<file path="src/rtl/barrier_arrive_arbiter.sv">
// rtl/barrier_arrive_arbiter.sv - round-robin arrive arbiter with pending-warp filter and wake broadcast
module barrier_arrive_arbiter #(
    parameter int NUM_PORTS       = 4,
    parameter int PEND_DEPTH      = 8,
    parameter int WARPS_PER_BLOCK = 32
) (
    input  logic                            clk,
    input  logic                            rst_n,
    input  logic [NUM_PORTS*16-1:0]         req_barrier_id,
    input  logic [NUM_PORTS*32-1:0]         req_thread_mask,
    input  logic [NUM_PORTS*10-1:0]         req_block_id,
    input  logic [NUM_PORTS*6-1:0]          req_warp_id,
    input  logic [NUM_PORTS-1:0]            req_valid,
    output logic [NUM_PORTS-1:0]            req_ready,
    output logic [15:0]                     arrive_barrier_id,
    output logic [31:0]                     arrive_thread_mask,
    output logic [9:0]                      arrive_block_id,
    output logic [5:0]                      arrive_warp_id,
    output logic                            arrive_valid,
    input  logic                            arrive_ready,
    input  logic [15:0]                     release_barrier_id,
    input  logic [9:0]                      release_block_id,
    input  logic [WARPS_PER_BLOCK-1:0]      release_warp_mask,
    input  logic                            release_valid,
    output logic                            release_ready,
    output logic [9:0]                      wake_block_id,
    output logic [WARPS_PER_BLOCK-1:0]      wake_warp_mask,
    output logic                            wake_valid,
    output logic [$clog2(PEND_DEPTH+1)-1:0] pending_count,
    output logic [15:0]                     dup_count
);
    localparam int PW = $clog2(NUM_PORTS);
    localparam int CW = $clog2(PEND_DEPTH + 1);
    localparam logic [PW:0]   NP_NUM    = (PW + 1)'(NUM_PORTS);
    localparam logic [PW-1:0] LAST_PORT = PW'(NUM_PORTS - 1);
    localparam logic [CW-1:0] PEND_FULL = CW'(PEND_DEPTH);

    logic [PW-1:0]              rr_ptr_q, rr_ptr_d;
    logic                       arrive_valid_q, arrive_valid_d;
    logic [15:0]                arrive_bar_q, arrive_bar_d;
    logic [31:0]                arrive_mask_q, arrive_mask_d;
    logic [9:0]                 arrive_blk_q, arrive_blk_d;
    logic [5:0]                 arrive_warp_q, arrive_warp_d;
    logic                       release_ready_q, release_ready_d;
    logic                       wake_valid_q, wake_valid_d;
    logic [9:0]                 wake_blk_q, wake_blk_d;
    logic [WARPS_PER_BLOCK-1:0] wake_mask_q, wake_mask_d;
    logic [CW-1:0]              pend_cnt_q, pend_cnt_d;
    logic [15:0]                dup_cnt_q, dup_cnt_d;
    logic [PEND_DEPTH-1:0]      ent_valid_q, ent_valid_d;
    logic [15:0]                ent_bar_q  [PEND_DEPTH];
    logic [15:0]                ent_bar_d  [PEND_DEPTH];
    logic [9:0]                 ent_blk_q  [PEND_DEPTH];
    logic [9:0]                 ent_blk_d  [PEND_DEPTH];
    logic [5:0]                 ent_warp_q [PEND_DEPTH];
    logic [5:0]                 ent_warp_d [PEND_DEPTH];

    logic                       can_grant;
    logic [2*NUM_PORTS-1:0]     req_dbl;
    logic [NUM_PORTS-1:0]       req_rot;
    logic [PW-1:0]              gnt_off;
    logic [PW:0]                gnt_sum;
    logic [PW-1:0]              gnt_idx;
    logic                       gnt_any;
    logic [15:0]                sel_bar;
    logic [31:0]                sel_mask;
    logic [9:0]                 sel_blk;
    logic [5:0]                 sel_warp;
    logic                       release_fire;
    logic [PEND_DEPTH-1:0]      ent_clr;
    logic [WARPS_PER_BLOCK-1:0] mask_sh;
    logic                       dup_hit;
    logic                       load;
    logic [PEND_DEPTH-1:0]      alloc_oh;
    logic                       alloc_found;

    // Rotate the request vector so rr_ptr sits at bit 0; the lowest set bit wins.
    always_comb begin
        can_grant = (!arrive_valid_q || arrive_ready) && (pend_cnt_q < PEND_FULL);
        req_dbl   = {req_valid, req_valid} >> rr_ptr_q;
        req_rot   = req_dbl[NUM_PORTS-1:0];
        gnt_any   = 1'b0;
        gnt_off   = '0;
        for (int i = NUM_PORTS - 1; i >= 0; i--) begin
            if (req_rot[i]) begin
                gnt_any = can_grant;
                gnt_off = PW'(i);
            end
        end
        gnt_sum = {1'b0, rr_ptr_q} + {1'b0, gnt_off};
        if (gnt_sum >= NP_NUM) begin
            gnt_sum = gnt_sum - NP_NUM;
        end
        gnt_idx   = gnt_sum[PW-1:0];
        req_ready = '0;
        sel_bar   = '0;
        sel_mask  = '0;
        sel_blk   = '0;
        sel_warp  = '0;
        for (int p = 0; p < NUM_PORTS; p++) begin
            if (gnt_any && (gnt_idx == PW'(p))) begin
                req_ready[p] = 1'b1;
                sel_bar      = req_barrier_id[16*p +: 16];
                sel_mask     = req_thread_mask[32*p +: 32];
                sel_blk      = req_block_id[10*p +: 10];
                sel_warp     = req_warp_id[6*p +: 6];
            end
        end
        rr_ptr_d = rr_ptr_q;
        if (gnt_any) begin
            rr_ptr_d = (gnt_idx == LAST_PORT) ? '0 : gnt_idx + PW'(1);
        end
    end

    // Entries cleared by this cycle's release no longer count as duplicates,
    // but their slots only become allocatable next cycle.
    always_comb begin
        release_fire = release_valid && release_ready_q;
        ent_clr      = '0;
        mask_sh      = '0;
        dup_hit      = 1'b0;
        for (int i = 0; i < PEND_DEPTH; i++) begin
            mask_sh    = release_warp_mask >> ent_warp_q[i];
            ent_clr[i] = release_fire && ent_valid_q[i] &&
                         (ent_bar_q[i] == release_barrier_id) &&
                         (ent_blk_q[i] == release_block_id) && mask_sh[0];
            if (ent_valid_q[i] && !ent_clr[i] &&
                (ent_blk_q[i] == sel_blk) && (ent_warp_q[i] == sel_warp)) begin
                dup_hit = 1'b1;
            end
        end
        load        = gnt_any && !dup_hit;
        alloc_oh    = '0;
        alloc_found = 1'b0;
        for (int i = 0; i < PEND_DEPTH; i++) begin
            if (!ent_valid_q[i] && !alloc_found) begin
                alloc_oh[i] = 1'b1;
                alloc_found = 1'b1;
            end
        end
        ent_valid_d = ent_valid_q & ~ent_clr;
        ent_bar_d   = ent_bar_q;
        ent_blk_d   = ent_blk_q;
        ent_warp_d  = ent_warp_q;
        for (int i = 0; i < PEND_DEPTH; i++) begin
            if (load && alloc_oh[i]) begin
                ent_valid_d[i] = 1'b1;
                ent_bar_d[i]   = sel_bar;
                ent_blk_d[i]   = sel_blk;
                ent_warp_d[i]  = sel_warp;
            end
        end
        pend_cnt_d = '0;
        for (int i = 0; i < PEND_DEPTH; i++) begin
            pend_cnt_d = pend_cnt_d + CW'(ent_valid_d[i]);
        end
    end

    always_comb begin
        arrive_valid_d = arrive_valid_q;
        arrive_bar_d   = arrive_bar_q;
        arrive_mask_d  = arrive_mask_q;
        arrive_blk_d   = arrive_blk_q;
        arrive_warp_d  = arrive_warp_q;
        if (load) begin
            arrive_valid_d = 1'b1;
            arrive_bar_d   = sel_bar;
            arrive_mask_d  = sel_mask;
            arrive_blk_d   = sel_blk;
            arrive_warp_d  = sel_warp;
        end else if (arrive_ready) begin
            arrive_valid_d = 1'b0;
        end
        dup_cnt_d = dup_cnt_q;
        if (gnt_any && dup_hit && (dup_cnt_q != 16'hFFFF)) begin
            dup_cnt_d = dup_cnt_q + 16'd1;
        end
        release_ready_d = 1'b1;
        wake_valid_d    = release_fire;
        wake_blk_d      = wake_blk_q;
        wake_mask_d     = wake_mask_q;
        if (release_fire) begin
            wake_blk_d  = release_block_id;
            wake_mask_d = release_warp_mask;
        end
    end

    always_ff @(posedge clk or negedge rst_n) begin
        if (!rst_n) begin
            rr_ptr_q        <= '0;
            arrive_valid_q  <= 1'b0;
            arrive_bar_q    <= '0;
            arrive_mask_q   <= '0;
            arrive_blk_q    <= '0;
            arrive_warp_q   <= '0;
            release_ready_q <= 1'b0;
            wake_valid_q    <= 1'b0;
            wake_blk_q      <= '0;
            wake_mask_q     <= '0;
            pend_cnt_q      <= '0;
            dup_cnt_q       <= '0;
            ent_valid_q     <= '0;
            for (int i = 0; i < PEND_DEPTH; i++) begin
                ent_bar_q[i]  <= '0;
                ent_blk_q[i]  <= '0;
                ent_warp_q[i] <= '0;
            end
        end else begin
            rr_ptr_q        <= rr_ptr_d;
            arrive_valid_q  <= arrive_valid_d;
            arrive_bar_q    <= arrive_bar_d;
            arrive_mask_q   <= arrive_mask_d;
            arrive_blk_q    <= arrive_blk_d;
            arrive_warp_q   <= arrive_warp_d;
            release_ready_q <= release_ready_d;
            wake_valid_q    <= wake_valid_d;
            wake_blk_q      <= wake_blk_d;
            wake_mask_q     <= wake_mask_d;
            pend_cnt_q      <= pend_cnt_d;
            dup_cnt_q       <= dup_cnt_d;
            ent_valid_q     <= ent_valid_d;
            ent_bar_q       <= ent_bar_d;
            ent_blk_q       <= ent_blk_d;
            ent_warp_q      <= ent_warp_d;
        end
    end

    assign arrive_valid       = arrive_valid_q;
    assign arrive_barrier_id  = arrive_bar_q;
    assign arrive_thread_mask = arrive_mask_q;
    assign arrive_block_id    = arrive_blk_q;
    assign arrive_warp_id     = arrive_warp_q;
    assign release_ready      = release_ready_q;
    assign wake_valid         = wake_valid_q;
    assign wake_block_id      = wake_blk_q;
    assign wake_warp_mask     = wake_mask_q;
    assign pending_count      = pend_cnt_q;
    assign dup_count          = dup_cnt_q;

endmodule
</file>
<file path="config.mk">
export PLATFORM = sky130hd
export DESIGN_NAME = barrier_arrive_arbiter
export DESIGN_NICKNAME = d
export VERILOG_FILES = /design/src/rtl/barrier_arrive_arbiter.sv
export SDC_FILE = /design/constraint.sdc
export NUM_CORES = 1
export LEC_CHECK = 0
export ABC_AREA = 1
export CAP_MARGIN = 20
export CORE_ASPECT_RATIO = 1.75
export CORE_MARGIN = 2
export CORE_UTILIZATION = 45
export CTS_BUF_LIST = sky130_fd_sc_hd__clkbuf_4 sky130_fd_sc_hd__clkbuf_8
export CTS_CLUSTER_DIAMETER = 120
export DETAILED_ROUTE_END_ITERATION = 7
export PLACE_DENSITY = 0.71
export SETUP_SLACK_MARGIN = 0.5
export SYNTH_ARGS = -nofsm -noshare
export SYNTH_HDL_FRONTEND = slang
export SYNTH_SLANG_ARGS = --single-unit
</file>
<file path="constraint.sdc">
create_clock -name clk -period 14.12 [get_ports clk]
set_clock_uncertainty 0.15 [all_clocks]
set_input_delay 4.236 -clock clk [delete_from_list [all_inputs] [get_ports clk]]
set_output_delay 4.236 -clock clk [all_outputs]
set_load 0.02 [all_outputs]
</file>
==> results.md <==
- The run finished with clean final reports.
- The total clock sinks is between 300 and 400.
- The number of design-rule violations left by the first detailed-router iteration is 2,229.
- The worst hold path depth is 2.
- Across all layers, the routed design uses 25,475 vias.
- The power density over the cells is 282 nW/µm².
- The post-route netlist has 5.58% of its cells at a drive strength greater than 1.
- The first global-routing pass estimated 163,000 µm of wire.
- The worst setup path is launched from an input pin.
- Once the clock tree was built, the setup fixing pass inserted 0 buffers.
- The via count of the first global-routing pass is 24,742.
- For this run, the total global-route usage over all layers was measured as 38.8%.
- On the final layout, the worst hold slack is 0.329 ns.
- The number of primary I/O pins is 455.
- The worst setup path is captured at a primary output.
- The post-synth design cell area is 24,600 µm².
- For this run the aggregate overflow at the end of global routing stands at 0.
- The H-tree depth is 2.
- The finished layout holds 4,512 standard cells, fillers aside.
- Summing internal, switching and leakage power gives 8640 µW.
- The routed design has 112,000 µm of wire.
- The TritonCTS clock tree is built.
- The die area is 56,700 µm².
- The period utilization is roughly 86%.
- After clock tree synthesis, the clock-pin slew on the worst setup and hold paths is 0.06 ns.
- The placer's final routability congestion estimate is 1.03.
- The headroom to the max-slew limit is 32.6%.
- For the finished layout, the period the worst path requires is 12.12 ns.
- The standard-cell row count is 113.
- The initial antenna violation count is 5.
- Of the post-synthesis cell area, the dominant cell type holds roughly 40%.
- The detail route stage leaves a number of antenna-violating nets equal to 0.
- The height of the die is ~310 µm.
- Setup violations remaining at the end of the flow were counted as 0.
- For this run, the slowest stage of the critical path takes roughly 0.66 ns.
- Max-cap violations in this run came to 0.
- The highest clock frequency the design can meet is 82.5 MHz.
- Once layout is complete, the utilization of the core stands at 56.6%.
- The die outline width is 181 µm.
- In the layout the commonest cells are sky130_fd_sc_hd__nand2_1 (932), sky130_fd_sc_hd__clkdlybuf4s50_1 (453), sky130_fd_sc_hd__dfrtp_1 (395).
- Setup repair after global routing left no endpoint under its margin.
- Clock tree synthesis inserted a total of 61 buffers.
- Ranked by total cell area, the synthesized netlist is headed by sky130_fd_sc_hd__dfrtp_1 (40%), sky130_fd_sc_hd__nand2_1 (14%), sky130_fd_sc_hd__o21ai_0 (7.7%).
- The leakage power total is 0.0140 µW.
- The endpoint arrival time on the critical path is a little under 8 ns.
- The number of placed instances with taps included is 4,393.
- The count of pins over their slew limit came to 0.
- The mean cell area of the mapped netlist is 7.17 µm².
- The number of hold-slack violations in the final timing report came to 0.
- Clock latency on the worst-skew pair, taken at its later pin, is 0.72 ns.
- After detailed routing, the number of remaining DRC violations is 0.
- In the final timing run, aggregate negative setup slack is 0 ns.
- The via-per-instance ratio is 5.65.
- The filler cell count is 5,301.
- The first detailed-routing pass took 6 iterations.
- The kind of critical path is input pin to primary output.
- For flop-to-flop paths, the worst setup slack is between 6 and 7 ns.
- The slowest stage of the critical path belongs to the cell sky130_fd_sc_hd__clkdlybuf4s50_1.
- The library cell used most frequently in the layout, excluding fill and tap cells, is sky130_fd_sc_hd__nand2_1.
- The number of input and output port buffers inserted is 454.
- The part of the Yosys area used for sequential elements is 40.1%.
- Synthesis produced 3,436 cells.
- The Yosys step of the flow raised 0 warnings.
- For this configuration, the core starts out at a cell density of 45.5%.
- The count of cell types in the netlist is 40.
- The net count after synthesis is 3,771.
- The number of nets at the end of the flow is about 4,100.
- Measured in cells, the most critical reg-to-reg path has a length of 36.
- The post-cts sizing count is 0.
- The maximum root-to-sink buffer count is 3.
- The slew at the pin closest to its max-slew limit is 1.01 ns.
- Compared with the post-synthesis result, the final layout area differs by 24.5%.
- The peak fanout along the critical path is 28.
- The signal on the critical path passes through clkdlybuf4s50_1 -> nand2_1 -> nand3_1 -> nand2_1 -> nand3_1 -> a21boi_0 -> ha_1 -> inv_1 -> xor2_1 -> ha_1 -> buf_4 -> nand3_2 -> inv_1 -> clkdlybuf4s50_1.
- The peak ir drop on the vdd network is 189 µV.
- Entering global routing, the biggest net connects around 160 pins.
- The root buffer cell chosen for the clock tree is sky130_fd_sc_hd__clkbuf_8.
- The required time reported for the critical path endpoint is ~9.7 ns.
- The total of flip-flops plus latches after synthesis is 395.
- Once detailed placement completed, the half-perimeter wirelength came to between 80,000 and 90,000 µm.
- Hold repair after CTS inserted 0 buffers.
- The cell taking the most area after synthesis is sky130_fd_sc_hd__dfrtp_1.
- In this run the standard cell core region covers 54,200 µm².
- After detailed routing, the average wire length per cell comes to 24.8 µm.
- The path type of the worst min-delay path is flip-flop to flip-flop.
==> flip-flops by register name, summed over array words and instances, names as in the netlist <==
| signal | flops |
|---|---|
| arrive_valid | 1 |
| ent_valid_q | 8 |
| arrive_warp_id | 6 |
| arrive_barrier_id | 16 |
| ent_warp_q | 48 |
| wake_valid | 1 |
| wake_block_id | 10 |
| rr_ptr_q | 2 |
| dup_count | 16 |
| ent_blk_q | 80 |
| arrive_block_id | 10 |
| wake_warp_mask | 32 |
| release_ready | 1 |
| arrive_thread_mask | 32 |
| pending_count | 4 |
| ent_bar_q | 128 |
==> worst max-delay path, delay by kind of cell <==
family          cells  cell delay (ns)
buf+inv             5             1.69
simple gates        5             0.92
fa+ha+maj           2             0.39
xor+xnor            1             0.27
compound gates      1             0.21
==> cell usage after synthesis, drive strengths merged <==
cell    instances
buf            85
dfrtp         395
xnor2         134
conb            1
a21oi         161
clkinv         15
xor2           75
o31ai           1
nor3b           2
nand3b          5
a21boi          1
or2             2
a22o            1
clkbuf        131
inv           277
nand4          86
o21ai         511
nor2          161
a211oi          1
fa              4
ha              9
nand2         976
nor3           32
nand3         330
o22ai           5
o211ai         35
==> cell type report <==
cell class              instances  area [µm²]  share of cell area (%)
multi-input cells            2533       12600                    41.1
flip-flops and latches        395        9880                    32.2
repair buffers                483        4780                    15.6
clock buffers                 100        1270                    4.14
inverters                     292        1100                    3.59
well taps                     690         863                    2.82
clock inverters                12         146                   0.477
diodes                          7        17.5                  0.0571
==> stage by stage <==
stage,instance area [µm²],worst slack [ns]
after CTS,30600,2.03
after global placement,29200,2.05
final,30700,2.00
after global routing,30700,1.82
after detailed placement,29200,2.05
after floorplan,24600,2.82
==> routing by layer <==
metal | wire length [µm] | part of all wire [%] | global-route usage (%) | vias up
met5 | 0 | 0 | 0 | -
met4 | 11000 | 9.8 | 31.0 | 0
met3 | 6790 | 6.1 | 5.89 | 407
met2 | 54700 | 49 | 67.2 | 1237
met1 | 39400 | 35 | 42.1 | 11910
li1 | - | - | - | 11921
==> path summary, 6_finish.rpt <==
check	from	to
setup reg to reg	rr_ptr_q[0]$_DFFE_PN0P_	pending_count[2]$_DFF_PN0_
hold / removal	wake_warp_mask[19]$_DFFE_PN0P_	wake_warp_mask[19]$_DFFE_PN0P_
max in group asynchronous	rst_n	arrive_thread_mask[6]$_DFFE_PN0P_
setup / recovery	req_valid[1]	req_ready[2]
min in group asynchronous	rst_n	wake_warp_mask[15]$_DFFE_PN0P_
hold reg to reg	wake_warp_mask[19]$_DFFE_PN0P_	wake_warp_mask[19]$_DFFE_PN0P_
==> where the power goes <==
part,total (µW),internal (µW),switching [µW]
clock network,1120,609,509
logic,5450,1600,3860
registers,2070,1540,528
total,8640,3750,4890
==> cells by family after synthesis <==
family	synth area share (%)
buffers and inverters	8.83
AOI/OAI and AO/OA	15.0
other	0.0152
DFF	40.1
and+or+nand+nor	27.8
adders and majority gates	0.782
xor gates and xnor gates	7.43
Power figures use the tool's default switching activity.
